`config.mk`:
```
export PLATFORM = sky130hd
export DESIGN_NAME = multicycle_control
export DESIGN_NICKNAME = d
export VERILOG_FILES = /design/src/rtl/multicycle_control_pkg.sv /design/src/rtl/multicycle_control_alu_decoder.sv /design/src/rtl/multicycle_control.sv
export SDC_FILE = /design/constraint.sdc
export NUM_CORES = 1
export LEC_CHECK = 0
export ABC_AREA = 0
export CORE_MARGIN = 2
export CORE_UTILIZATION = 50
export DETAILED_ROUTE_END_ITERATION = 7
export DONT_BUFFER_PORTS = 1
export PLACE_DENSITY = 0.62
export SLEW_MARGIN = 40
export SYNTH_ARGS = -nofsm -noshare
export SYNTH_HDL_FRONTEND = slang
export SYNTH_SLANG_ARGS = --single-unit
```
`constraint.sdc`:
```
create_clock -name clk -period 4.29 [get_ports clk]
set_clock_uncertainty 0.15 [all_clocks]
set_input_delay 0.429 -clock clk [delete_from_list [all_inputs] [get_ports clk]]
set_output_delay 0.429 -clock clk [all_outputs]
set_load 0.02 [all_outputs]
```
`src/rtl/multicycle_control_pkg.sv`:
```
// Shared definitions for the multicycle MIPS-style controller: state encodings,
// opcode/funct constants, ALU operation codes and the control-word layout.
package multicycle_control_pkg;

    typedef enum logic [3:0] {
        S_FETCH    = 4'd0,
        S_DECODE   = 4'd1,
        S_MEM_ADDR = 4'd2,
        S_MEM_RD   = 4'd3,
        S_MEM_WB   = 4'd4,
        S_MEM_WR   = 4'd5,
        S_R_EX     = 4'd6,
        S_R_WB     = 4'd7,
        S_BRANCH   = 4'd8,
        S_JUMP     = 4'd9,
        S_ADDI_EX  = 4'd10,
        S_ADDI_WB  = 4'd11
    } state_t;

    localparam logic [5:0] OP_RTYPE = 6'h00;
    localparam logic [5:0] OP_LW    = 6'h23;
    localparam logic [5:0] OP_SW    = 6'h2B;
    localparam logic [5:0] OP_BEQ   = 6'h04;
    localparam logic [5:0] OP_BNE   = 6'h05;
    localparam logic [5:0] OP_J     = 6'h02;
    localparam logic [5:0] OP_ADDI  = 6'h08;

    localparam logic [5:0] FN_ADD = 6'h20;
    localparam logic [5:0] FN_SUB = 6'h22;
    localparam logic [5:0] FN_AND = 6'h24;
    localparam logic [5:0] FN_OR  = 6'h25;
    localparam logic [5:0] FN_NOR = 6'h27;
    localparam logic [5:0] FN_SLT = 6'h2A;

    localparam logic [3:0] ALU_AND = 4'd0;
    localparam logic [3:0] ALU_OR  = 4'd1;
    localparam logic [3:0] ALU_ADD = 4'd2;
    localparam logic [3:0] ALU_SUB = 4'd6;
    localparam logic [3:0] ALU_SLT = 4'd7;
    localparam logic [3:0] ALU_NOR = 4'd10;

    localparam logic [1:0] SRCB_REG   = 2'b00;
    localparam logic [1:0] SRCB_FOUR  = 2'b01;
    localparam logic [1:0] SRCB_IMM   = 2'b10;
    localparam logic [1:0] SRCB_IMMSH = 2'b11;

    localparam logic [1:0] PCSRC_ALU    = 2'b00;
    localparam logic [1:0] PCSRC_ALUOUT = 2'b01;
    localparam logic [1:0] PCSRC_JUMP   = 2'b10;

    typedef struct packed {
        logic       pc_en;
        logic       iord;
        logic       mem_read;
        logic       mem_write;
        logic       ir_write;
        logic       reg_write;
        logic       reg_dst;
        logic       mem_to_reg;
        logic       alu_src_a;
        logic [1:0] alu_src_b;
        logic [1:0] pc_source;
        logic [3:0] alu_control;
        logic       instr_done;
        logic       illegal;
    } ctrl_t;

    // True for every opcode DECODE knows how to dispatch.
    function automatic logic opcode_known(input logic [5:0] op);
        return (op == OP_RTYPE) || (op == OP_LW) || (op == OP_SW) ||
               (op == OP_BEQ) || (op == OP_BNE) || (op == OP_J) ||
               (op == OP_ADDI);
    endfunction

endpackage

```
`src/rtl/multicycle_control_alu_decoder.sv`:
```
// R-type funct field to ALU operation decoder; unknown functs fall back to AND
// and raise illegal_funct.
module alu_decoder
    import multicycle_control_pkg::*;
(
    input  logic [5:0] funct,
    output logic [3:0] alu_control,
    output logic       illegal_funct
);

    always_comb begin
        alu_control   = ALU_AND;
        illegal_funct = 1'b0;
        case (funct)
            FN_ADD:  alu_control = ALU_ADD;
            FN_SUB:  alu_control = ALU_SUB;
            FN_AND:  alu_control = ALU_AND;
            FN_OR:   alu_control = ALU_OR;
            FN_NOR:  alu_control = ALU_NOR;
            FN_SLT:  alu_control = ALU_SLT;
            default: illegal_funct = 1'b1;
        endcase
    end

endmodule

```
`src/rtl/multicycle_control.sv`:
```
// Multicycle controller FSM: sequences fetch/decode/execute/writeback and drives
// the datapath selects and strobes combinationally from the registered state.
module multicycle_control
    import multicycle_control_pkg::*;
(
    input  logic       clk,
    input  logic       reset,
    input  logic [5:0] opcode,
    input  logic [5:0] funct,
    input  logic       zero,
    input  logic       mem_ready,
    output logic       pc_en,
    output logic       iord,
    output logic       mem_read,
    output logic       mem_write,
    output logic       ir_write,
    output logic       reg_write,
    output logic       reg_dst,
    output logic       mem_to_reg,
    output logic       alu_src_a,
    output logic [1:0] alu_src_b,
    output logic [1:0] pc_source,
    output logic [3:0] alu_control,
    output logic       instr_done,
    output logic       illegal,
    output logic [3:0] state
);

    state_t     state_q;
    state_t     state_d;
    ctrl_t      ctrl;
    logic [3:0] r_alu_control;
    logic       illegal_funct;

    alu_decoder u_alu_decoder (
        .funct         (funct),
        .alu_control   (r_alu_control),
        .illegal_funct (illegal_funct)
    );

    always_ff @(posedge clk or posedge reset) begin
        if (reset) begin
            state_q <= S_FETCH;
        end else begin
            state_q <= state_d;
        end
    end

    // Unused encodings 12-15 land in the default arm and recover to FETCH.
    always_comb begin
        state_d = S_FETCH;
        case (state_q)
            S_FETCH:    state_d = mem_ready ? S_DECODE : S_FETCH;
            S_DECODE: begin
                case (opcode)
                    OP_RTYPE:      state_d = S_R_EX;
                    OP_LW, OP_SW:  state_d = S_MEM_ADDR;
                    OP_BEQ, OP_BNE: state_d = S_BRANCH;
                    OP_J:          state_d = S_JUMP;
                    OP_ADDI:       state_d = S_ADDI_EX;
                    default:       state_d = S_FETCH;
                endcase
            end
            S_MEM_ADDR: state_d = (opcode == OP_LW) ? S_MEM_RD : S_MEM_WR;
            S_MEM_RD:   state_d = mem_ready ? S_MEM_WB : S_MEM_RD;
            S_MEM_WB:   state_d = S_FETCH;
            S_MEM_WR:   state_d = mem_ready ? S_FETCH : S_MEM_WR;
            S_R_EX:     state_d = illegal_funct ? S_FETCH : S_R_WB;
            S_R_WB:     state_d = S_FETCH;
            S_BRANCH:   state_d = S_FETCH;
            S_JUMP:     state_d = S_FETCH;
            S_ADDI_EX:  state_d = S_ADDI_WB;
            S_ADDI_WB:  state_d = S_FETCH;
            default:    state_d = S_FETCH;
        endcase
    end

    always_comb begin
        ctrl = '0;
        case (state_q)
            S_FETCH: begin
                ctrl.mem_read    = 1'b1;
                ctrl.alu_src_b   = SRCB_FOUR;
                ctrl.alu_control = ALU_ADD;
                ctrl.pc_source   = PCSRC_ALU;
                ctrl.ir_write    = mem_ready;
                ctrl.pc_en       = mem_ready;
            end
            S_DECODE: begin
                ctrl.alu_src_b   = SRCB_IMMSH;
                ctrl.alu_control = ALU_ADD;
                ctrl.illegal     = ~opcode_known(opcode);
            end
            S_MEM_ADDR: begin
                ctrl.alu_src_a   = 1'b1;
                ctrl.alu_src_b   = SRCB_IMM;
                ctrl.alu_control = ALU_ADD;
            end
            S_MEM_RD: begin
                ctrl.iord     = 1'b1;
                ctrl.mem_read = 1'b1;
            end
            S_MEM_WB: begin
                ctrl.reg_write  = 1'b1;
                ctrl.mem_to_reg = 1'b1;
                ctrl.instr_done = 1'b1;
            end
            S_MEM_WR: begin
                ctrl.iord       = 1'b1;
                ctrl.mem_write  = 1'b1;
                ctrl.instr_done = mem_ready;
            end
            S_R_EX: begin
                ctrl.alu_src_a   = 1'b1;
                ctrl.alu_src_b   = SRCB_REG;
                ctrl.alu_control = r_alu_control;
                ctrl.illegal     = illegal_funct;
            end
            S_R_WB: begin
                ctrl.reg_write  = 1'b1;
                ctrl.reg_dst    = 1'b1;
                ctrl.instr_done = 1'b1;
            end
            S_BRANCH: begin
                ctrl.alu_src_a   = 1'b1;
                ctrl.alu_src_b   = SRCB_REG;
                ctrl.alu_control = ALU_SUB;
                ctrl.pc_source   = PCSRC_ALUOUT;
                ctrl.pc_en       = (opcode == OP_BNE) ? ~zero : zero;
                ctrl.instr_done  = 1'b1;
            end
            S_JUMP: begin
                ctrl.pc_source  = PCSRC_JUMP;
                ctrl.pc_en      = 1'b1;
                ctrl.instr_done = 1'b1;
            end
            S_ADDI_EX: begin
                ctrl.alu_src_a   = 1'b1;
                ctrl.alu_src_b   = SRCB_IMM;
                ctrl.alu_control = ALU_ADD;
            end
            S_ADDI_WB: begin
                ctrl.reg_write  = 1'b1;
                ctrl.instr_done = 1'b1;
            end
            default: ctrl = '0;
        endcase
    end

    // Reset suppresses every strobe asynchronously; selects keep FETCH values.
    assign pc_en       = ctrl.pc_en      & ~reset;
    assign ir_write    = ctrl.ir_write   & ~reset;
    assign mem_write   = ctrl.mem_write  & ~reset;
    assign reg_write   = ctrl.reg_write  & ~reset;
    assign instr_done  = ctrl.instr_done & ~reset;
    assign illegal     = ctrl.illegal    & ~reset;
    assign iord        = ctrl.iord;
    assign mem_read    = ctrl.mem_read;
    assign reg_dst     = ctrl.reg_dst;
    assign mem_to_reg  = ctrl.mem_to_reg;
    assign alu_src_a   = ctrl.alu_src_a;
    assign alu_src_b   = ctrl.alu_src_b;
    assign pc_source   = ctrl.pc_source;
    assign alu_control = ctrl.alu_control;
    assign state       = state_q;

endmodule

```
==> flow_metrics.env, run 1 <==
export IMPL_drcViolationCount=0
export IMPL_fraction_of_final_layout_cells_with_drive_strength_greater_than_1_pct=9.18
export IMPL_register_area_sq_um=101
export IMPL_postSynthRegisterBits=4
export IMPL_route_vias_total=757
export IMPL_r2r_start="state[1]"
export IMPL_crit_required_ps=3710
export IMPL_routabilityCongestion=0.748
export IMPL_timing_final_setup_violations=0
export IMPL_final_hold_violation_count=0
export IMPL_max_clock_path_buffers=2
export IMPL_count_of_flip_flops_with_a_built_in_enable_after_synthesis=0
export IMPL_final_fill_count=144
export IMPL_utilization_after_layout_pct=56.0
export IMPL_groute_usage_overall_pct=20.5
export IMPL_timing_hold_worst_path_depth=2
export IMPL_routed_wire_length_per_instance_um=15.4
export IMPL_synth_sequential_area_ratio_pct=14.3
export IMPL_first_pass_iters=4
export IMPL_period_share_pct=65.5
export IMPL_yosys_cell_types_count=44
export IMPL_drv_cap=0
export IMPL_initial_core_util_pct=53.8
export IMPL_rsz0062_at_grt="false"
export IMPL_num_io_pins=39
export IMPL_core_area_sq_um=1300
export IMPL_clk_pin_slew_worst_setup_hold_paths_ps=40
export IMPL_final_cell_area_sq_um=728
export IMPL_hold_buffer_count_at_cts=1
export IMPL_drt_initial_drc_count=19
export IMPL_clock_sink_count=4
export IMPL_area_of_the_die_sq_um=1720
export IMPL_insertedDiodeCount=0
export IMPL_max_clock_freq_mhz=356
export IMPL_drt_wl_total_mm=1.74
export IMPL_timing_final_max_slew_violations=0
export IMPL_syn_nets=116
export IMPL_layout_min_cycle_time_ps=2810
export IMPL_clock_tree_root_cell="clkbuf_4"
export IMPL_r2r_end="state[0]"
export IMPL_mapped_cell_area_sq_um=701
export IMPL_setup_tns_ps=0
export IMPL_areaGrowthSynthToFinish_pct=3.93
export IMPL_post_cts_resized_instances=0
export IMPL_multiInputGateArea_sq_um=564
export IMPL_num_rows=13
export IMPL_buffer_ports_inserted=0
export IMPL_via_count_of_the_first_global_routing_pass=621
export IMPL_chipHeight_um=41.4
export IMPL_timing_critical_path_arrival_ps=2230
export IMPL_critPathKind="register to output port"
export IMPL_critical_path_peak_fanout=13
export IMPL_powerDensity_nw_per_um2=209
export IMPL_cts_htree_levels=1
export IMPL_run_status="complete, no violations"
export IMPL_die_width_um=41.4
export IMPL_placement_cell_area_sq_um=694
export IMPL_total_leakage_power_nw=0.261
export IMPL_post_cts_repair_setup_buffers=0
export IMPL_synth_cells=100
export IMPL_ys_flop_type="dfrtp_1"
export IMPL_synth_warnings=0
export IMPL_cts_tree="yes"
export IMPL_worst_pin_slew_ps=695
export IMPL_clkLatencyLatePin_ps=240
export IMPL_async_reset_ff_share_pct=100
export IMPL_hold_path_startpoint="funct[4]"
export IMPL_cts_inserted_buffers=3
export IMPL_worst_r2r_cell_count=4
export IMPL_timing_critical_path_to_type="output port"
export IMPL_hpwlAfterDp_mm=1.31
export IMPL_worstSetupStartpointType="register"
export IMPL_grt_first_pass_wirelength_mm=2.90
export IMPL_postRouteAntennaNets=0
export IMPL_via_density_per_instance=6.70
export IMPL_relative_slew_slack_pct=53.3
export IMPL_largest_net_degree_at_the_start_of_global_routing=24
export IMPL_holdPathEnd="state[2]"
export IMPL_largest_reg_flops=4
export IMPL_vdd_ir_drop_worst_uv=182
export IMPL_global_route_overflow_total=0
export IMPL_antenna_found_initial=0
export IMPL_holdCritPathClass="primary input to register"
export IMPL_regToRegSetupSlack_ps=2190
export IMPL_post_synth_cell_area_avg_sq_um=7.01
export IMPL_layout_nets=116
==> cell type report <==
type	instances	share of cell area, %
Multi-Input combinational cell	87	77.5
Sequential cell	4	13.9
Clock buffer	3	3.09
Tap cell	15	2.58
Inverter	3	1.55
Timing Repair Buffer	1	1.37
==> critical path: stages, from the launching register on <==
cell and delay, ps:
dfrtp_1 690, nand2b_1 300, or4_4 580, o22ai_1 430
==> layer usage <==
metal | vias up | routed length (um) | global-route usage, % | part of all wire [%]
met5 | - | 0 | 0 | 0
met4 | 0 | 13 | 3.87 | 0.75
li1 | 374 | - | - | -
met1 | 354 | 762 | 29.4 | 44
met2 | 27 | 839 | 30.6 | 48
met3 | 2 | 124 | 5.65 | 7.1
==> where the power goes <==
part,internal [mW],switching (mW)
clock,0.0313,0.0159
sequential,0.0400,0.0113
combinational,0.0202,0.0334
==> how the worst max path moves through the flow <==
stage / start / endpoint
finish: state[1] / alu_control[1]
global route: state[1] / alu_control[1]
CTS: state[2] / reg_write
detailed placement: state[2] / reg_write
global placement: state[2] / reg_write
floorplan: state[0] / alu_control[1]
==> kinds of logic (layout without fill, tap and decap cells) <==
logic type / after synthesis / in the layout / synth area share [%]
xor gates and xnor gates: 2 / 2 / 2.50
buffers and inverters: 9 / 7 / 6.25
and+or+nand+nor: 55 / 55 / 43.7
AOI/OAI and AO/OA: 29 / 29 / 31.6
muxes: 1 / 1 / 1.61
DFF: 4 / 4 / 14.3
==> stage by stage <==
stage                     power [mW]  std cells  hold WS [ps]  worst slack [ps]
after floorplan                0.100        100          58.6              1960
after global placement         0.104        109          83.8              1620
after detailed placement       0.105        109          80.2              1570
after CTS                      0.154        113           287              1310
after global routing           0.162        113           286              1400
final                          0.152        113           290              1480
==> cells in the final DEF (no fill, tap or decap), drive strengths merged, types with 2 or more instances in the layout <==
master and n:
nor3 6, or3 2, nand2 3, nor2b 4, and3 3, inv 3
a21oi 3, nand2b 7, o31ai 2, or4 2, a31oi 2, dfrtp 4
o21ai 4, nor4b 2, o41ai 2, clkbuf 3, nor4 2, o21a 5
nor2 18
==> synth_stat cells, drive strengths merged, types with 2 or more instances <==
master / count / area share [%]
o21a: 5 / 5.4
and3: 3 / 2.7
nor2: 18 / 9.6
or4: 2 / 2.7
o21ai: 4 / 2.9
nand2: 3 / 1.6
dfrtp: 4 / 14
nand2b: 7 / 6.2
nor4b: 2 / 2.5
a21oi: 3 / 2.1
nor3: 6 / 4.3
nor4: 2 / 1.8
o31ai: 2 / 2.9
nor2b: 4 / 3.6
buf: 3 / 3.0
inv: 3 / 1.6
clkbuf: 3 / 1.6
a31oi: 2 / 1.8
or3: 2 / 1.8
o41ai: 2 / 3.6
(Power assumes the default switching activity.)
==> run 2, diff against run 1 <==
ABC_AREA = 1   (was 0)
clock period = 2.8 ns   (was 4.29 ns; I/O delays follow)
==> flow_metrics.env, run 2 <==
export IMPL_powerDensity_nw_per_um2=335
export IMPL_relative_slew_slack_pct=68.3
export IMPL_timing_critical_path_arrival_ps=2000
export IMPL_rsz0062_at_grt="false"
export IMPL_dp_cells=139
export IMPL_critPathKind="register to output port"
export IMPL_post_cts_repair_setup_buffers=0
export IMPL_drcViolationCount=0
export IMPL_clock_power_share_pct=29.2
export IMPL_setup_tns_ps=0
export IMPL_synth_sequential_area_ratio_pct=14.7
export IMPL_post_synth_cell_area_avg_sq_um=5.45
export IMPL_cts_tree="yes"
export IMPL_fraction_of_final_layout_cells_with_drive_strength_greater_than_1_pct=14.1
export IMPL_via_count_of_the_first_global_routing_pass=675
export IMPL_utilization_after_layout_pct=56.1
export IMPL_mapped_cell_area_sq_um=681
export IMPL_drt_wl_total_mm=1.69
export IMPL_routabilityCongestion=0.715
export IMPL_postRouteAntennaNets=0
export IMPL_setup_ws_ps=366
export IMPL_area_of_the_die_sq_um=1670
export IMPL_synth_largest_type_area_fraction_pct=15.4
export IMPL_synth_top_cells_by_count="28 x nor2_1, 21 x nand2_1, 18 x inv_1, 15 x nand3_1, 8 x nand4_1"
export IMPL_power_total_mw=0.242
export IMPL_run_status="complete, no violations"
export IMPL_placement_setup_worst_slack_ps=618
export IMPL_crit_required_ps=2370
export IMPL_largest_net_degree_at_the_start_of_global_routing=10
export IMPL_vdd_ir_drop_worst_uv=153
export IMPL_netSwitchingPower_mw=0.106
export IMPL_mostFrequentLayoutCells="28 x nor2_1, 21 x nand2_1, 18 x inv_1, 15 x nand3_1, 8 x nand4_1"
export IMPL_synth_warnings=0
export IMPL_areaGrowthSynthToFinish_pct=5.88
export IMPL_route_vias_total=792
export IMPL_count_of_flip_flops_with_a_built_in_enable_after_synthesis=0
export IMPL_async_reset_ff_share_pct=100
export IMPL_switching_share_pct=43.7
export IMPL_groute_usage_overall_pct=21.4
export IMPL_internal_power_mw=0.136
export IMPL_r2r_start="state[2]"
export IMPL_ys_flop_type="dfrtp_1"
export IMPL_routed_wire_length_per_instance_um=11.8
export IMPL_antenna_found_initial=0
export IMPL_layout_min_cycle_time_ps=2430
export IMPL_cell_types_with_the_largest_area_share_after_synthesis="nor2_1 15%, dfrtp_1 15%, nand2_1 12%, nand3_1 11%, inv_1 9.9%"
export IMPL_critical_path_peak_fanout=9
export IMPL_clock_sink_count=4
export IMPL_worst_pin_slew_ps=476
export IMPL_core_area_sq_um=1280
export IMPL_synth_cells=125
export IMPL_final_cell_area_sq_um=721
export IMPL_syn_nets=141
export IMPL_hpwlAfterDp_mm=1.44
export IMPL_chipHeight_um=40.9
export IMPL_placement_cell_area_sq_um=688
export IMPL_timing_final_setup_violations=0
export IMPL_hold_ws_ps=75.0
export IMPL_postSynthRegisterBits=4
export IMPL_period_share_pct=86.9
export IMPL_max_clock_path_buffers=2
export IMPL_buffer_ports_inserted=0
export IMPL_holdCritPathClass="primary input to register"
export IMPL_max_clock_freq_mhz=411
export IMPL_drt_initial_drc_count=23
export IMPL_timing_final_max_slew_violations=0
export IMPL_largest_reg_flops=4
export IMPL_total_leakage_power_nw=0.391
export IMPL_clk_pin_slew_worst_setup_hold_paths_ps=40
export IMPL_clkLatencyLatePin_ps=230
export IMPL_cts_inserted_buffers=3
export IMPL_clock_tree_root_cell="clkbuf_4"
export IMPL_yosys_cell_types_count=20
export IMPL_final_hold_violation_count=0
export IMPL_post_cts_resized_instances=0
export IMPL_num_io_pins=39
export IMPL_hold_path_startpoint="opcode[3]"
export IMPL_global_route_overflow_total=0
export IMPL_combPwrFrac_pct=40.4
export IMPL_grt_first_pass_wirelength_mm=2.44
export IMPL_insertedDiodeCount=0
export IMPL_worstSetupStartpointType="register"
export IMPL_timing_critical_path_from="state[2]"
export IMPL_power_sequential_fraction_pct=30.3
export IMPL_timing_critical_path_to_type="output port"
export IMPL_layout_nets=146
export IMPL_via_density_per_instance=5.54
export IMPL_commonest_non_fill_non_tap_cell_in_the_layout="nor2_1"
export IMPL_stdcell_count=143
export IMPL_drv_cap=0
export IMPL_hold_buffer_count_at_cts=1
export IMPL_num_rows=13
export IMPL_initial_core_util_pct=53.0
export IMPL_cts_htree_levels=1
export IMPL_die_width_um=40.9
export IMPL_synth_area_leader_cell="nor2_1"
export IMPL_yosysMostFrequentCell="nor2_1"
export IMPL_first_pass_iters=4
-- run 2: cell types whose count changed after synthesis, sizes merged, moves of 3 or more --
| cell | delta |
|---|---|
| and3 | -3 |
| nand4 | +8 |
| nor2b | -4 |
| o21a | -5 |
| nand2 | +21 |
| inv | +19 |
| nand2b | -7 |
| clkbuf | -3 |
| nor2 | +15 |
| o21ai | +3 |
| nand3 | +14 |
-- run 2: kinds of logic after synthesis --
logic type | Yosys count | share of synthesized area (%)
AND/OR/NAND/NOR | 84 | 59.9
buffers and inverters | 24 | 14.9
AO/OA/AOI/OAI | 13 | 10.5
flip-flops | 4 | 14.7
-- run 2: path summary, 6_finish.rpt --
path,endpoint,slack (ps),cells past startpoint
worst max-delay path,instr_done,370,4
worst min-delay path,state[2],80,2
worst max register to register,state[1],1130,4
worst min register to register,state[3],700,3
min in group asynchronous,state[2],230,2
max in group asynchronous,state[1],2120,2
-- run 2: cell type report --
cell class              instances  area (sq um)
multi-input cells              97           479
repair buffers                  2          17.5
well taps                      15          18.8
fillers                       147           564
inverters                      22          82.6
flip-flops and latches          4           100
clock buffers                   3          22.5
-- run 2: power by group through the flow --
stage / clock [mW] / combinational [mW] / sequential, mW
5_1_grt: 0.0739 / 0.109 / 0.0743
4_1_cts: 0.0730 / 0.0983 / 0.0734
6_report: 0.0706 / 0.0977 / 0.0733
3_5_place_dp: 0 / 0.0968 / 0.0742
2_1_floorplan: 0 / 0.0881 / 0.0705
3_3_place_gp: 0 / 0.0958 / 0.0742
-- run 2: layer usage --
layer  part of all wire (%)  track usage, %  vias up
met1                     46            28.0      346
met5                      0               0        -
met4                      0            5.00        0
li1                       -               -      410
met3                    9.2            4.89        0
met2                     45            35.2       36
-- run 2: worst max-delay path, cell delays in order, from the launching register on --
cell and delay, ps:
dfrtp_1 630, nand2_2 190, nor2_1 410, nor3_1 130
a21oi_1 420
